===== src/rtl/fp_dot_accumulator_if.sv =====
// Handshake bundle between the FP32 multiplier, the dot-product accumulator and its consumer.
// The out_count wire exists only when FP_ACC_COUNT_EN is defined.
interface fp_dot_accumulator_if #(
   parameter int CNT_W = 8
);
   logic              in_valid;
   logic              in_ready;
   logic [31:0]       in_data;
   logic              in_ovf;
   logic              in_last;
   logic              out_valid;
   logic              out_ready;
   logic [31:0]       out_data;
   logic              out_overflow;
`ifdef FP_ACC_COUNT_EN
   logic [CNT_W-1:0]  out_count;

   modport master (
      output in_valid, in_data, in_ovf, in_last, out_ready,
      input  in_ready, out_valid, out_data, out_overflow, out_count
   );
   modport slave (
      input  in_valid, in_data, in_ovf, in_last, out_ready,
      output in_ready, out_valid, out_data, out_overflow, out_count
   );
`else
   modport master (
      output in_valid, in_data, in_ovf, in_last, out_ready,
      input  in_ready, out_valid, out_data, out_overflow
   );
   modport slave (
      input  in_valid, in_data, in_ovf, in_last, out_ready,
      output in_ready, out_valid, out_data, out_overflow
   );
`endif
endinterface


===== src/rtl/fp_dot_accumulator.sv =====
// Multi-cycle FP32 dot-product accumulator: one shared align/add/normalize datapath, one term per 4 cycles.
// Optional term counter on out_count is enabled by defining FP_ACC_COUNT_EN.
module fp_dot_accumulator #(
   parameter int CNT_W = 8
) (
   input logic                  clk,
   input logic                  rst_n,
   fp_dot_accumulator_if.slave  bus
);
   localparam logic [31:0] QNAN = 32'h7FC0_0000;

   typedef enum logic [2:0] {
      ACCEPT = 3'd0,
      ALIGN  = 3'd1,
      ADD    = 3'd2,
      NORM   = 3'd3,
      DONE   = 3'd4
   } state_t;

   state_t        state_q, state_d;
   logic          in_ready_q, in_ready_d, out_valid_q, out_valid_d;
   logic [31:0]   out_data_q, out_data_d, op_q, op_d, acc_q, acc_d, spec_val_q, spec_val_d;
   logic          out_ovf_q, out_ovf_d, last_q, last_d, sticky_q, sticky_d;
   logic [23:0]   ma_q, ma_d, mb_q, mb_d;
   logic [7:0]    exp_q, exp_d;
   logic          sa_q, sa_d, sb_q, sb_d, spec_q, spec_d, sign_q, sign_d;
   logic [24:0]   sum_q, sum_d;
`ifdef FP_ACC_COUNT_EN
   logic [CNT_W-1:0] cnt_q, cnt_d;
`endif

   function automatic logic [4:0] lzc24(input logic [23:0] v);
      lzc24 = 5'd24;
      for (int i = 0; i < 24; i++) begin
         if (v[i]) lzc24 = 5'(23 - i);
      end
   endfunction

   function automatic logic [23:0] shr_man(input logic [23:0] m, input logic [7:0] sh);
      shr_man = (sh >= 8'd25) ? 24'd0 : (m >> sh);
   endfunction

   assign bus.in_ready     = in_ready_q;
   assign bus.out_valid    = out_valid_q;
   assign bus.out_data     = out_data_q;
   assign bus.out_overflow = out_ovf_q;
`ifdef FP_ACC_COUNT_EN
   assign bus.out_count    = cnt_q;
`endif

   // Next-state and datapath computation for all FSM stages.
   always_comb begin
      logic        a_nan, b_nan, a_inf, b_inf;
      logic [7:0]  a_e, b_e;
      logic [23:0] a_m, b_m, man_n;
      logic [4:0]  lz;
      logic signed [9:0] exp_n;

      state_d     = state_q;
      in_ready_d  = in_ready_q;
      out_valid_d = out_valid_q;
      out_data_d  = out_data_q;
      out_ovf_d   = out_ovf_q;
      op_d        = op_q;
      acc_d       = acc_q;
      last_d      = last_q;
      sticky_d    = sticky_q;
      ma_d        = ma_q;
      mb_d        = mb_q;
      exp_d       = exp_q;
      sa_d        = sa_q;
      sb_d        = sb_q;
      spec_d      = spec_q;
      spec_val_d  = spec_val_q;
      sum_d       = sum_q;
      sign_d      = sign_q;
`ifdef FP_ACC_COUNT_EN
      cnt_d       = cnt_q;
`endif

      // Zero and denormal encodings collapse to exponent 0, mantissa 0.
      a_nan = (op_q[30:23] == 8'hFF) && (op_q[22:0] != 23'd0);
      b_nan = (acc_q[30:23] == 8'hFF) && (acc_q[22:0] != 23'd0);
      a_inf = (op_q[30:23] == 8'hFF) && (op_q[22:0] == 23'd0);
      b_inf = (acc_q[30:23] == 8'hFF) && (acc_q[22:0] == 23'd0);
      a_e   = op_q[30:23];
      b_e   = acc_q[30:23];
      a_m   = (a_e == 8'd0) ? 24'd0 : {1'b1, op_q[22:0]};
      b_m   = (b_e == 8'd0) ? 24'd0 : {1'b1, acc_q[22:0]};

      lz    = lzc24(sum_q[23:0]);
      if (sum_q[24]) begin
         man_n = {1'b0, sum_q[23:1]};
         exp_n = $signed({2'b00, exp_q}) + 10'sd1;
      end else begin
         man_n = {1'b0, 23'(sum_q[22:0] << lz)};
         exp_n = $signed({2'b00, exp_q}) - $signed({5'd0, lz});
      end

      case (state_q)
         ACCEPT: begin
            in_ready_d = 1'b1;
            if (in_ready_q && bus.in_valid) begin
               op_d       = bus.in_data;
               last_d     = bus.in_last;
               sticky_d   = sticky_q | bus.in_ovf;
               in_ready_d = 1'b0;
               state_d    = ALIGN;
`ifdef FP_ACC_COUNT_EN
               cnt_d      = (cnt_q == {CNT_W{1'b1}}) ? cnt_q : cnt_q + CNT_W'(1);
`endif
            end else begin
               state_d    = ACCEPT;
            end
         end
         ALIGN: begin
            if (a_nan || b_nan || (a_inf && b_inf && (op_q[31] != acc_q[31]))) begin
               spec_d     = 1'b1;
               spec_val_d = QNAN;
            end else if (a_inf) begin
               spec_d     = 1'b1;
               spec_val_d = {op_q[31], 8'hFF, 23'd0};
            end else if (b_inf) begin
               spec_d     = 1'b1;
               spec_val_d = {acc_q[31], 8'hFF, 23'd0};
            end else begin
               spec_d     = 1'b0;
               spec_val_d = QNAN;
            end
            if (a_e >= b_e) begin
               ma_d  = a_m;
               mb_d  = shr_man(b_m, a_e - b_e);
               exp_d = a_e;
               sa_d  = op_q[31];
               sb_d  = acc_q[31];
            end else begin
               ma_d  = b_m;
               mb_d  = shr_man(a_m, b_e - a_e);
               exp_d = b_e;
               sa_d  = acc_q[31];
               sb_d  = op_q[31];
            end
            state_d = ADD;
         end
         ADD: begin
            if (sa_q == sb_q) begin
               sum_d  = {1'b0, ma_q} + {1'b0, mb_q};
               sign_d = sa_q;
            end else if (ma_q >= mb_q) begin
               sum_d  = {1'b0, ma_q - mb_q};
               sign_d = sa_q;
            end else begin
               sum_d  = {1'b0, mb_q - ma_q};
               sign_d = sb_q;
            end
            state_d = NORM;
         end
         NORM: begin
            if (spec_q) begin
               acc_d = spec_val_q;
            end else if (sum_q == 25'd0) begin
               acc_d = 32'd0;
            end else if (exp_n >= 10'sd255) begin
               acc_d    = {sign_q, 8'hFF, 23'd0};
               sticky_d = 1'b1;
            end else if (exp_n <= 10'sd0) begin
               acc_d = 32'd0;
            end else begin
               acc_d = {sign_q, exp_n[7:0], man_n[22:0]};
            end
            if (last_q) begin
               state_d    = DONE;
               in_ready_d = 1'b0;
            end else begin
               state_d    = ACCEPT;
               in_ready_d = 1'b1;
            end
         end
         DONE: begin
            // First DONE cycle publishes the result; out_valid then holds until accepted.
            if (!out_valid_q) begin
               out_valid_d = 1'b1;
               out_data_d  = acc_q;
               out_ovf_d   = sticky_q;
            end else if (bus.out_ready) begin
               out_valid_d = 1'b0;
               acc_d       = 32'd0;
               sticky_d    = 1'b0;
               in_ready_d  = 1'b1;
               state_d     = ACCEPT;
`ifdef FP_ACC_COUNT_EN
               cnt_d       = {CNT_W{1'b0}};
`endif
            end else begin
               state_d     = DONE;
            end
         end
         default: begin
            state_d    = ACCEPT;
            in_ready_d = 1'b1;
         end
      endcase
   end

   // State, datapath and output registers.
   always_ff @(posedge clk or negedge rst_n) begin
      if (!rst_n) begin
         state_q    <= ACCEPT;
         in_ready_q <= 1'b0;
         out_valid_q <= 1'b0;
         out_data_q <= 32'd0;
         out_ovf_q  <= 1'b0;
         op_q       <= 32'd0;
         acc_q      <= 32'd0;
         last_q     <= 1'b0;
         sticky_q   <= 1'b0;
         ma_q       <= 24'd0;
         mb_q       <= 24'd0;
         exp_q      <= 8'd0;
         sa_q       <= 1'b0;
         sb_q       <= 1'b0;
         spec_q     <= 1'b0;
         spec_val_q <= 32'd0;
         sum_q      <= 25'd0;
         sign_q     <= 1'b0;
`ifdef FP_ACC_COUNT_EN
         cnt_q      <= {CNT_W{1'b0}};
`endif
      end else begin
         state_q    <= state_d;
         in_ready_q <= in_ready_d;
         out_valid_q <= out_valid_d;
         out_data_q <= out_data_d;
         out_ovf_q  <= out_ovf_d;
         op_q       <= op_d;
         acc_q      <= acc_d;
         last_q     <= last_d;
         sticky_q   <= sticky_d;
         ma_q       <= ma_d;
         mb_q       <= mb_d;
         exp_q      <= exp_d;
         sa_q       <= sa_d;
         sb_q       <= sb_d;
         spec_q     <= spec_d;
         spec_val_q <= spec_val_d;
         sum_q      <= sum_d;
         sign_q     <= sign_d;
`ifdef FP_ACC_COUNT_EN
         cnt_q      <= cnt_d;
`endif
      end
   end
endmodule


===== src/flat_wrapper.sv =====
// flat-port wrapper written by rule: the top's interface ports become plain ports
module fp_dot_accumulator_flat 
#(
   parameter int CNT_W = 8
)
  (clk, rst_n, bus_in_valid, bus_in_data, bus_in_ovf, bus_in_last, bus_out_ready, bus_in_ready, bus_out_valid, bus_out_data, bus_out_overflow);
  fp_dot_accumulator_if #(.CNT_W(CNT_W)) bus_i ();
  input logic clk;
  input logic rst_n;
  input wire logic [$bits(bus_i.in_valid)-1:0] bus_in_valid;
  input wire logic [$bits(bus_i.in_data)-1:0] bus_in_data;
  input wire logic [$bits(bus_i.in_ovf)-1:0] bus_in_ovf;
  input wire logic [$bits(bus_i.in_last)-1:0] bus_in_last;
  input wire logic [$bits(bus_i.out_ready)-1:0] bus_out_ready;
  output wire logic [$bits(bus_i.in_ready)-1:0] bus_in_ready;
  output wire logic [$bits(bus_i.out_valid)-1:0] bus_out_valid;
  output wire logic [$bits(bus_i.out_data)-1:0] bus_out_data;
  output wire logic [$bits(bus_i.out_overflow)-1:0] bus_out_overflow;
  assign bus_i.in_valid = bus_in_valid;
  assign bus_i.in_data = bus_in_data;
  assign bus_i.in_ovf = bus_in_ovf;
  assign bus_i.in_last = bus_in_last;
  assign bus_i.out_ready = bus_out_ready;
  assign bus_in_ready = bus_i.in_ready;
  assign bus_out_valid = bus_i.out_valid;
  assign bus_out_data = bus_i.out_data;
  assign bus_out_overflow = bus_i.out_overflow;
  fp_dot_accumulator #(.CNT_W(CNT_W)) u_core (.clk(clk), .rst_n(rst_n), .bus(bus_i));
endmodule

===== config.mk =====
export PLATFORM = sky130hd
export DESIGN_NAME = fp_dot_accumulator_flat
export DESIGN_NICKNAME = d
export VERILOG_FILES = /design/src/rtl/fp_dot_accumulator_if.sv /design/src/rtl/fp_dot_accumulator.sv /design/src/flat_wrapper.sv
export SDC_FILE = /design/constraint.sdc
export NUM_CORES = 1
export LEC_CHECK = 0
export ABC_AREA = 1
export BUFFER_PORTS_ARGS = -buffer_cell sky130_fd_sc_hd__buf_2
export CAP_MARGIN = 5
export CORE_MARGIN = 2
export CORE_UTILIZATION = 40
export CTS_CLUSTER_DIAMETER = 50
export DETAILED_ROUTE_END_ITERATION = 8
export SETUP_SLACK_MARGIN = 0.3
export SLEW_MARGIN = 30
export SYNTH_ARGS = -nofsm -noshare
export SYNTH_HDL_FRONTEND = slang
export SYNTH_SLANG_ARGS = --single-unit

===== constraint.sdc =====
create_clock -name clk -period 4.34 [get_ports clk]
set_input_delay 0.434 -clock clk [delete_from_list [all_inputs] [get_ports clk]]
set_output_delay 0.434 -clock clk [all_outputs]
set_load 0.01 [all_outputs]

# --- Word-level counts from Yosys, hierarchy flattened ---
# Index checks and enable logic that the tools add are counted.
totals:
  reg_bits: 221
  out_inout_bits: 35
  input_bits: 38
  wordCells: 147
op_classes:
  n_lt_le_gt_ge: 6
  reduce_logical: 25
  n_eq_ne: 14
  n_shift: 3
  add_sub_neg: 7
  bitwise: 3
  mux: 71
ops:
  columns: ["operator", "count"]
  rows:
  - ["$mux 32", 9]
  - ["$mux 24", 7]
  - ["$mux 5", 23]
  - ["$pmux 32 s2", 1]
  - ["$shr 24x8->24", 2]
  - ["$sub 24x24->24", 2]
  - ["$logic_not 23->1", 2]
  - ["$reduce_bool 23->1", 2]
  - ["$add 24x24->25", 1]
  - ["$logic_not 25->1", 1]
  - ["$mux 25", 1]
  - ["$ge 24x24->1", 1]
  - ["$mux 23", 1]
  - ["$shl 23x5->23", 1]
  - ["$mux 1", 20]
  - ["$eq 8x8->1 const B", 2]
  - ["$ge 8x5->1 const B", 2]
  - ["$logic_not 8->1", 2]
  - ["$sub 8x8->8", 2]
  - ["$pmux 3 s5", 1]
  - ["$ge 10x9->1 const B", 1]
  - ["$le 10x1->1 const B", 1]
  - ["$mux 10", 1]
  - ["$add 8x1->9 const B", 1]
  - ["25 further kinds", 42]

# --- Logic depth before layout (Yosys ltp) ---
# Gate-level depths: netlist (run 1).
depth:
  depth_word: 32
  ltp_mapped: 41
  depth_no_buf: 40

# --- Least setup slack after synthesis (run 1) ---
# Ideal clock, no wire load.
synth_path:
  path_type: "reg2reg"
  start: "reg u_core.sum_q[1]"
  end: "reg u_core.acc_q[20]"
  path_slack_ps: 309
  required_time_ps: 4209
  period_less_slack_ps: 4031
  arrival_ps: 3900
  setup_time_ps: 131
  path_stages_with_launch: 41
  path_cell_list: "dfrtp_1 -> inv_2 -> nand2_1 -> nand2_1 -> nand2_1 -> nand2_1 -> nand2_1 -> nand2_1 -> nand2_1 -> nand2_1 -> nand2_1 -> nand2_1 -> nand2_1 -> nand2_1 -> nand2_1 -> nand2_1 -> nand2_1 -> nand2_1 -> (+5 left out) -> nand2_4 -> buf_6 -> ha_1 -> inv_1 -> fa_1 -> nand3_1 -> nand2_1 -> a211o_1 -> a21oi_1 -> xor2_1 -> nand4_1 -> nand2_1 -> nor3_1 -> nand2_1 -> clkbuf_1 -> a21oi_1 -> nand2_1 -> o21ai_0"
synth_between:
  elab_chain_len: 31
  elab_cells_between_ends: 35
  cone_classes: "add/sub: 1; order compare: 2; shift: 1; mux: 30; reduce/logical: 1"
synth_rtl:
  columns: ["element", "line", "text"]
  rows:
  - ["start, declared", "fp_dot_accumulator.sv:27", "logic [24:0] sum_q, sum_d;"]
  - ["start signal, assigned", "fp_dot_accumulator.sv:246", "sum_q <= sum_d;"]
  - ["$mux 5 (23 in series)", "fp_dot_accumulator.sv:35", "if (v[i]) lzc24 = 5'(23 - i);"]
  - ["$sub 8x5->9", "fp_dot_accumulator.sv:97", "exp_n = $signed({2'b00, exp_q}) - $signed({5'd0, lz});"]
  - ["$mux 10", "fp_dot_accumulator.sv:92", "if (sum_q[24]) begin"]
  - ["$le 10x1->1", "fp_dot_accumulator.sv:166", "end else if (exp_n <= 10'sd0) begin"]
  - ["$mux 32", "fp_dot_accumulator.sv:166", null]
  - ["$mux 32", "fp_dot_accumulator.sv:163", "end else if (exp_n >= 10'sd255) begin"]
  - ["$mux 32 *", "fp_dot_accumulator.sv:161", "end else if (sum_q == 25'd0) begin"]
  - ["$mux 32 *", "fp_dot_accumulator.sv:159", "if (spec_q) begin"]
  - ["$pmux 32 s2 *", "fp_dot_accumulator.sv:100", "case (state_q)"]
  - ["end signal, assigned", "fp_dot_accumulator.sv:214", "acc_q <= 32'd0;"]
  - ["end signal, assigned", "fp_dot_accumulator.sv:236", "acc_q <= acc_d;"]
  - ["end, declared", "fp_dot_accumulator.sv:22", "logic [31:0] out_data_q, out_data_d, op_q, op_d, acc_q, acc_d, spec_val_q, spec_val_d;"]
# Every way passes the cells marked *; elsewhere a longest branch is shown, timed or not.
# A chain may end at the register's enable or synchronous reset.

# --- Worst setup path after layout (run 1) ---
layout_path:
  start: "reg u_core.sum_q[1]"
  end: "reg u_core.acc_q[24]"
# Same word-level chain as after synthesis.

==> flow_summary.json, run 1 <==
{
  "synthArstFlopShare_pct": 100,
  "period_minus_slack_ns": 4.01,
  "grt_max_degree": 104,
  "pin_count": 73,
  "grt_setup_unrepaired": "yes",
  "overflow": 0,
  "hold_slack_ns": 0.109,
  "synthDistinctLibCells": 64,
  "synth_flop_cell": "dfrtp_1",
  "first_global_vias": 15600,
  "fp-row-count": 73,
  "fin_ws_ns": 0.325,
  "die_h_um": 203,
  "clk-insertion-delay-late_ns": 0.46,
  "vias": 16600,
  "maxCapViolations": 0,
  "grt_use_total_pct": 29.1,
  "period_share_pct": 92.5,
  "slew_headroom_pct": 35.1,
  "antenna_cells": 0,
  "drc": 0,
  "io_buffer_count": 72,
  "critPathCaptureType": "flip-flop",
  "critPathLaunchType": "flip-flop",
  "synthesis.area_mm2": 0.0159,
  "crit_arrival_ns": 4.32,
  "seq_area_frac_synth_pct": 30.2,
  "drtIter0Drc": 1512,
  "coreArea_mm2": 0.0395,
  "outcome": "completed",
  "ys_seq_elements": 192,
  "worst_path_dominant_cell_family": "simple AND/OR/NAND/NOR gates",
  "cts_tree": "built",
  "antenna_found_initial": 0,
  "syn-num-nets": 2473,
  "clock-sinks": 192,
  "clk_pin_slew_ns": 0.08,
  "synth_edf_count": 0,
  "yosysWarnings": 0,
  "place_congestion": 1.01,
  "setup_viol": 0,
  "first_pass_iters": 6,
  "slowest_stage": "dfrtp_1",
  "cts_buffers": 17,
  "cts-htree-levels": 4,
  "final-max-slew-violation-count": 0,
  "ant_nets": 0,
  "hold_viol": 0,
  "floorplan.initialDensity_pct": 40.3,
  "area_growth_pct": 12.3,
  "cp_slowest_stage_delay_ns": 0.39,
  "cp.required_ns": 4.65,
  "root_buffer": "clkbuf_16",
  "hold_buffers": 0,
  "die_x_um": 203,
  "critical_path_depth": 38,
  "skew_ns": 0.0184,
  "drive_above_1_share_pct": 11.6,
  "dpl.hpwl_mm": 47.5,
  "postSynthAreaPerCell_um2": 6.81,
  "critical_path_buf_inv_count": 4,
  "netlist_instances": 2336,
  "dp_slack_ns": 0.0560,
  "hold_path.class": "input port to asynchronous set/reset pin",
  "max_freq_ghz": 0.249,
  "viasPerCell": 5.64,
  "cts_buffer_depth": 2,
  "criticalPathCategory": "flip-flop to flip-flop",
  "routed_wl_mm": 60.1,
  "r2r_cells": 38,
  "nets": 2538,
  "critPathMostFrequentCell": "nand2_1",
  "worstMarginPinSlew_ns": 0.970,
  "wl_per_cell_um": 20.4,
  "grt_pass1_wl_mm": 92.2,
  "die_area_mm2": 0.0414,
  "cp_max_fo": 6
}
==> routing by layer <==
layer / up-vias / track usage, % / wire, um
met4: 0 / 9.57 / 1850
li1: 7953 / - / -
met1: 7831 / 40.7 / 26800
met5: - / 0 / 0
met3: 93 / 4.07 / 4380
met2: 702 / 46.4 / 27000
==> logic make-up after synthesis <==
kind of cell | count (synthesis) | synth area share (%)
AND/OR/NAND/NOR | 900 | 23.7
AO/OA/AOI/OAI | 692 | 24.7
buffers and inverters | 399 | 10.1
flip-flops | 192 | 30.2
adder cells (fa/ha/maj) | 99 | 8.08
XOR/XNOR | 41 | 2.31
multiplexers | 13 | 0.834
==> path summary, 6_finish.rpt <==
check | from | endpoint | slack (ns)
max in group asynchronous | rst_n | u_core.exp_q[5]$_DFFE_PN0P_ | 3.23
worst max-delay path | u_core.sum_q[1]$_DFFE_PN0P_ | u_core.acc_q[24]$_DFFE_PN0P_ | 0.33
worst max register to register | u_core.sum_q[1]$_DFFE_PN0P_ | u_core.acc_q[24]$_DFFE_PN0P_ | 0.33
worst min register to register | u_core.spec_val_q[30]$_DFFE_PN0P_ | u_core.spec_val_q[30]$_DFFE_PN0P_ | 0.46
min in group clk | bus_in_data[2] | u_core.op_q[2]$_DFFE_PN0P_ | 0.21
worst min-delay path | rst_n | u_core.op_q[26]$_DFFE_PN0P_ | 0.11
==> cell type report <==
type	instances	area [um^2]
clock buffer	19	443
tap	525	657
inverter	290	1090
clock inverter	13	174
multi-input combinational	1745	9670
fill	4246	21600
sequential	192	4800
timing repair buffer	155	1010
==> state kept, by name, indices dropped and copies added, names as in the netlist, 3 cells and up <==
name / count
u_core.acc_q: 32
u_core.state_q: 3
u_core.bus.out_data: 32
u_core.sum_q: 25
u_core.exp_q: 8
u_core.spec_val_q: 3
u_core.ma_q: 24
u_core.op_q: 32
u_core.mb_q: 24
==> metrics by stage <==
stage,TNS (ns),std cells,util (%),instance area [um^2]
after floorplan,0,2336,-,15900
after global placement,0,2896,43.0,17000
after detailed placement,0,2896,43.0,17000
after CTS,0,2938,44.9,17700
after global routing,-0.00115,2939,45.2,17900
final,0,2939,45.2,17900
==> synth_stat cells (7+ instances only) <==
library cell / number / area, um^2
buf_4: 7 / 52.6
o2111ai_1: 8 / 70.1
o21a_1: 11 / 82.6
buf_2: 15 / 75.1
buf_6: 8 / 90.1
nand3_2: 7 / 70.1
xor2_1: 34 / 298
inv_2: 11 / 41.3
inv_1: 272 / 1020
nand3_1: 104 / 521
ha_1: 93 / 1160
o211ai_1: 40 / 300
o21ai_0: 254 / 1270
clkinv_1: 7 / 26.3
mux2i_1: 11 / 110
o21ai_1: 65 / 325
o221ai_1: 8 / 70.1
nor2_1: 169 / 634
nor3_1: 21 / 105
clkbuf_1: 66 / 248
dfrtp_1: 192 / 4800
nand2_1: 536 / 2010
buf_1: 11 / 41.3
nand4_1: 18 / 113
a31oi_1: 13 / 81.3
a22oi_1: 13 / 97.6
a21oi_1: 184 / 921
o21ai_2: 10 / 87.6
nor4_1: 18 / 113
o22ai_1: 45 / 282
==> what timing repair did <==
item	4_1_cts	5_1_grt
pin swaps	12	18
setup buffers	9	1
cloned	1	0
endpoints found under the setup margin	29	51
endpoints found under the hold margin	0	0
gates resized for setup	20	36
==> worst reg2reg max path, delay by kind of cell, from the launching register on <==
| kind | cells | cell delay, ns |
|---|---|---|
| simple gates | 28 | 1.95 |
| flops | 1 | 0.39 |
| xor+xnor | 1 | 0.13 |
| fa+ha+maj | 2 | 0.48 |
| compound gates | 3 | 0.53 |
| buf+inv | 4 | 0.40 |
==> layout by cell type (no fill, tap or decap), types with 12 or more instances in the layout <==
master | synthesis | routed
nand2_1 | 536 | 532
inv_1 | 272 | 270
o21ai_0 | 254 | 241
dfrtp_1 | 192 | 192
a21oi_1 | 184 | 175
nor2_1 | 169 | 169
nand3_1 | 104 | 102
ha_1 | 93 | 91
buf_4 | 7 | 80
o21ai_1 | 65 | 72
buf_2 | 15 | 71
o22ai_1 | 45 | 44
o211ai_1 | 40 | 40
xor2_1 | 34 | 32
nor3_1 | 21 | 18
nand4_1 | 18 | 18
clkbuf_16 | 0 | 17
nor4_1 | 18 | 16
o21ai_2 | 10 | 16
a22oi_1 | 13 | 13
inv_2 | 11 | 12
a31oi_1 | 13 | 12
Power of run 1 is not shown: default switching activity piles up to over one toggle a cycle in this logic, so the estimate is an artifact.
==> inputs of run 2 (changes only) <==
--- a/config.mk
+++ b/config.mk
@@ -9,7 +9,7 @@
 export BUFFER_PORTS_ARGS = -buffer_cell sky130_fd_sc_hd__buf_2
 export CAP_MARGIN = 5
 export CORE_MARGIN = 2
-export CORE_UTILIZATION = 40
+export CORE_UTILIZATION = 37
 export CTS_CLUSTER_DIAMETER = 50
 export DETAILED_ROUTE_END_ITERATION = 8
 export SETUP_SLACK_MARGIN = 0.3
==> flow_summary.json, run 2 (synthesis gave the netlist of run 1 again) <==
{
  "outcome": "completed",
  "overflow": 0,
  "drc": 0,
  "regToRegEndpoint": "u_core.acc_q[14]$_DFFE_PN0P_",
  "cts_tree": "built",
  "drive_above_1_share_pct": 11.7,
  "grt_pass1_wl_mm": 92.5,
  "hold_path.class": "input port to asynchronous set/reset pin",
  "critPathLaunchType": "flip-flop",
  "finish.utilization_pct": 42.3,
  "criticalPathCategory": "flip-flop to flip-flop",
  "grt_max_degree": 109,
  "cp_slowest_stage_delay_ns": 0.41,
  "critPathCaptureType": "flip-flop",
  "final-max-slew-violation-count": 0,
  "first_global_vias": 15400,
  "first_pass_iters": 8,
  "die_h_um": 211,
  "vias": 16600,
  "antenna_found_initial": 0,
  "die_x_um": 211,
  "fp-row-count": 75,
  "slowest_stage": "dfrtp_1",
  "multiInputGateArea_mm2": 0.00964,
  "cp.required_ns": 4.67,
  "critPathMostFrequentCell": "nand2_1",
  "nFillCells": 4415,
  "place_area_mm2": 0.0170,
  "cp_max_fo": 9,
  "die_area_mm2": 0.0446,
  "antenna_cells": 0,
  "cts_buffer_depth": 2,
  "drtIter0Drc": 1844,
  "final_cell_mix": "530 x nand2_1, 269 x inv_1, 244 x o21ai_0",
  "reg2reg_setup_slack_ns": 0.15,
  "io_buffer_count": 72,
  "period_share_pct": 96.4,
  "setup_viol": 0,
  "wl_per_cell_um": 20.4,
  "r2r-start": "u_core.sum_q[1]$_DFFE_PN0P_",
  "skew_ns": 0.0164,
  "worstMarginPinSlew_ns": 0.932,
  "clk-insertion-delay-late_ns": 0.48,
  "grt_setup_unrepaired": "yes",
  "slew_headroom_pct": 37.6,
  "ant_nets": 0,
  "clk_pin_slew_ns": 0.08,
  "period_minus_slack_ns": 4.19,
  "layout_commonest_cell": "nand2_1",
  "max_freq_ghz": 0.239,
  "viasPerCell": 5.61,
  "dpl.hpwl_mm": 47.5,
  "routed_wl_mm": 60.3,
  "nets": 2539,
  "coreArea_mm2": 0.0421,
  "critPathLaunch": "u_core.sum_q[1]$_DFFE_PN0P_",
  "cts-htree-levels": 4,
  "seq_area_mm2": 0.00480,
  "clock-sinks": 192,
  "hold_viol": 0,
  "crit_arrival_ns": 4.52,
  "r2r_cells": 28,
  "area_growth_pct": 12.2,
  "pin_count": 73,
  "floorplan.initialDensity_pct": 37.7,
  "cp-endpoint": "u_core.acc_q[14]$_DFFE_PN0P_",
  "maxCapViolations": 0,
  "final_area_mm2": 0.0178,
  "grt_use_total_pct": 27.2,
  "cts_buffers": 17,
  "place_congestion": 0.994,
  "root_buffer": "clkbuf_16"
}
## run 2: metal layers
layer  vias up  global-route usage, %  share of wire [%]
met5         -                      0                  0
met4         0                   8.96                3.0
met3        90                   3.49                7.0
met2       628                   41.0                 43
met1      7889                   40.0                 47
li1       7962                      -                  -
## run 2: per-stage QoR
step	setup slack, ns	hold slack (ns)	TNS [ns]	instances
CTS	0.275	0.131	0	2944
global route	-0.207	0.0840	-3.33	2954
floorplan	0.309	0.138	0	2336
finish	0.154	0.00726	0	2954
detailed placement	0.152	0.459	0	2906
global placement	0.212	0.438	0	2906
## run 2: critical path, delay by kind of cell, from the launching register on
kind,cells,cell delay [ns]
buf+inv,5,0.66
xor+xnor,1,0.05
simple gates,16,1.58
fa+ha+maj,1,0.28
flops,1,0.41
compound gates,5,1.06
## run 2: area by class of cell
| cell class | instances | share of cell area, % |
|---|---|---|
| clock buffers | 17 | 2.39 |
| well taps | 539 | 3.78 |
| flip-flops and latches | 192 | 26.9 |
| clock inverters | 15 | 0.940 |
| multi-input cells | 1745 | 54.1 |
| repair buffers | 156 | 5.75 |
| inverters | 290 | 6.12 |
## run 2: repair_timing
action,4_1_cts,5_1_grt
gates cloned,1,0
pin swaps,3,8
setup buffers,5,10
setup endpoints to repair,24,54
hold buffers,0,0
resized for setup,6,47
## run 2: worst min-delay path by stage
| stage | to | slack (ns) | depth (start not counted) |
|---|---|---|---|
| floorplan | u_core.acc_q[0]$_DFFE_PN0P_ | 0.14 | 0 |
| global placement | u_core.spec_val_q[30]$_DFFE_PN0P_ | 0.44 | 2 |
| detailed placement | u_core.bus.out_overflow$_DFFE_PN0P_ | 0.46 | 2 |
| CTS | u_core.op_q[29]$_DFFE_PN0P_ | 0.13 | 1 |
| global route | u_core.op_q[29]$_DFFE_PN0P_ | 0.08 | 1 |
| finish | u_core.op_q[29]$_DFFE_PN0P_ | 0.007 | 1 |
Power of run 2 is left out for the same reason.
==> inputs of run 3 (changes only) <==
--- a/config.mk
+++ b/config.mk
@@ -5,9 +5,9 @@
 export SDC_FILE = /design/constraint.sdc
 export NUM_CORES = 1
 export LEC_CHECK = 0
-export ABC_AREA = 1
 export BUFFER_PORTS_ARGS = -buffer_cell sky130_fd_sc_hd__buf_2
 export CAP_MARGIN = 5
+export CORE_ASPECT_RATIO = 2
 export CORE_MARGIN = 2
 export CORE_UTILIZATION = 37
 export CTS_CLUSTER_DIAMETER = 50
==> flow_summary.json, run 3 <==
{
  "cts-htree-levels": 4,
  "outcome": "finished, violations left",
  "wl_per_cell_um": 25.2,
  "setup_viol": 0,
  "violations": "hold timing",
  "synth_most_common_cell": "nand2_1",
  "synthArstFlopShare_pct": 100,
  "vias": 16900,
  "drive_above_1_share_pct": 18.6,
  "layout_commonest_cell": "nand2_1",
  "yosys.area.top_type_share_pct": 28.8,
  "hold_path.class": "input port to asynchronous set/reset pin",
  "root_buffer": "clkbuf_16",
  "syn-num-nets": 2146,
  "synthDistinctLibCells": 100,
  "overflow": 0,
  "fp-row-count": 110,
  "final_cell_mix": "202 x nand2_1, 186 x dfrtp_1, 161 x a21oi_1",
  "antenna_cells": 0,
  "final-max-slew-violation-count": 0,
  "worstMarginPinSlew_ns": 0.849,
  "synth_flop_cell": "dfrtp_1",
  "floorplan.initialDensity_pct": 37.2,
  "die_area_mm2": 0.0468,
  "area_growth_pct": 14.3,
  "grt_use_total_pct": 28.0,
  "place_congestion": 1.00,
  "fin_setup_tns_ns": 0,
  "synth_edf_count": 0,
  "postSynthAreaPerCell_um2": 8.29,
  "period_minus_slack_ns": 4.03,
  "clk-insertion-delay-late_ns": 0.48,
  "antenna_found_initial": 0,
  "hold_slack_ns": -0.00119,
  "cp.required_ns": 4.68,
  "seq_area_frac_synth_pct": 28.8,
  "viasPerCell": 6.38,
  "clk_pin_slew_ns": 0.09,
  "cp_max_fo": 7,
  "cts_tree": "built",
  "yosysWarnings": 0,
  "ant_nets": 0,
  "io_buffer_count": 72,
  "crit_arrival_ns": 4.37,
  "pin_count": 73,
  "die_x_um": 154,
  "hold_viol": 2,
  "synthesis.area_mm2": 0.0167,
  "maxCapViolations": 0,
  "critPathLaunchType": "flip-flop",
  "clock-sinks": 192,
  "cts_buffer_depth": 2,
  "grt_setup_unrepaired": "yes",
  "ys_seq_elements": 192,
  "routed_wl_mm": 67.0,
  "first_global_vias": 16000,
  "grt_pass1_wl_mm": 99.8,
  "period_share_pct": 92.9,
  "cts_buffers": 17,
  "first_pass_iters": 7,
  "drc": 0,
  "criticalPathCategory": "flip-flop to flip-flop",
  "finish.utilization_pct": 42.6,
  "synth.area.top_cells": "dfrtp_1 29%, ha_1 7.0%, a21oi_1 4.9%, mux2_2 4.7%, nand2_1 4.6%",
  "skew_ns": 0.0190,
  "netlist_instances": 2009,
  "dpl.hpwl_mm": 51.2,
  "grt_max_degree": 87,
  "synth_top_area_cell": "dfrtp_1",
  "max_freq_ghz": 0.248,
  "coreArea_mm2": 0.0447,
  "die_h_um": 304,
  "nets": 2221,
  "critPathCaptureType": "flip-flop",
  "slew_headroom_pct": 41.9,
  "synthTopCellsByCount": "203 x nand2_1, 192 x dfrtp_1, 163 x a21oi_1",
  "drtIter0Drc": 1859
}
-- run 3: what timing repair did --
action | in CTS | in global routing
hold buffers | 0 | 0
endpoints found under the setup margin | 27 | 26
pin swaps | 1 | 12
gates cloned | 0 | 2
gates resized for setup | 6 | 39
setup buffers | 1 | 12
-- run 3: kinds of logic (layout without fill, tap and decap cells) --
logic type | count (synthesis) | after routing | share of synthesized area (%)
muxes | 131 | 131 | 9.48
DFF | 192 | 192 | 28.8
buffers and inverters | 267 | 355 | 6.70
and+or+nand+nor | 588 | 588 | 17.0
adders and majority gates | 99 | 99 | 7.71
AOI/OAI and AO/OA | 695 | 695 | 28.3
xor gates and xnor gates | 37 | 37 | 1.99
-- run 3: critical path, cell delays in order, from the launching register on --
cell and delay (ns):
dfrtp_2 0.45, nand2b_4 0.15, a21oi_2 0.05, a311o_1 0.34, o21a_1 0.22, inv_2 0.10, ha_4 0.13, inv_2 0.03
fa_2 0.36, a211oi_2 0.21, nor2_2 0.08, o41ai_2 0.31, xnor2_1 0.21, nand4b_1 0.23, o311ai_4 0.38, nor2_4 0.12
buf_12 0.17, a32oi_2 0.23, o31ai_2 0.10
-- run 3: layout make-up --
type                            instances  area [um^2]
Sequential cell                       192         4810
Timing Repair Buffer                  194         1420
Tap cell                              560          701
Clock inverter                         15          230
Inverter                              129          484
Fill cell                            4534        25700
Clock buffer                           17          425
Multi-Input combinational cell       1550        11000
-- run 3: layer usage --
metal	up-vias	GRT usage [%]	routed length, um
li1	7612	-	-
met1	8150	35.5	26200
met2	930	45.8	31500
met3	248	3.55	4990
met4	0	15.6	4300
met5	-	0	0
-- run 3: final timing paths --
kind / cells past startpoint / endpoint / startpoint / slack (ns)
setup / recovery: 18 / u_core.acc_q[15]$_DFFE_PN0P_ / u_core.sum_q[10]$_DFFE_PN0P_ / 0.31
hold reg to reg: 1 / u_core.bus.out_data[7]$_DFFE_PN0P_ / u_core.bus.out_data[7]$_DFFE_PN0P_ / 0.50
setup reg to reg: 18 / u_core.acc_q[15]$_DFFE_PN0P_ / u_core.sum_q[10]$_DFFE_PN0P_ / 0.31
min in group clk: 3 / u_core.op_q[25]$_DFFE_PN0P_ / bus_in_data[25] / 0.15
hold / removal: 1 / u_core.acc_q[19]$_DFFE_PN0P_ / rst_n / -0.001
max in group asynchronous: 2 / u_core.sum_q[12]$_DFFE_PN0P_ / rst_n / 3.42
-- run 3: stage by stage --
stage | instances | setup slack (ns) | cell area, um^2
after global placement | 2608 | 0.169 | 18000
after floorplan | 2009 | 0.308 | 16700
final | 2657 | 0.306 | 19000
after detailed placement | 2610 | 0.0871 | 18100
after CTS | 2643 | 0.321 | 18700
after global routing | 2657 | 0.181 | 19000
Power of run 3 is left out for the same reason.
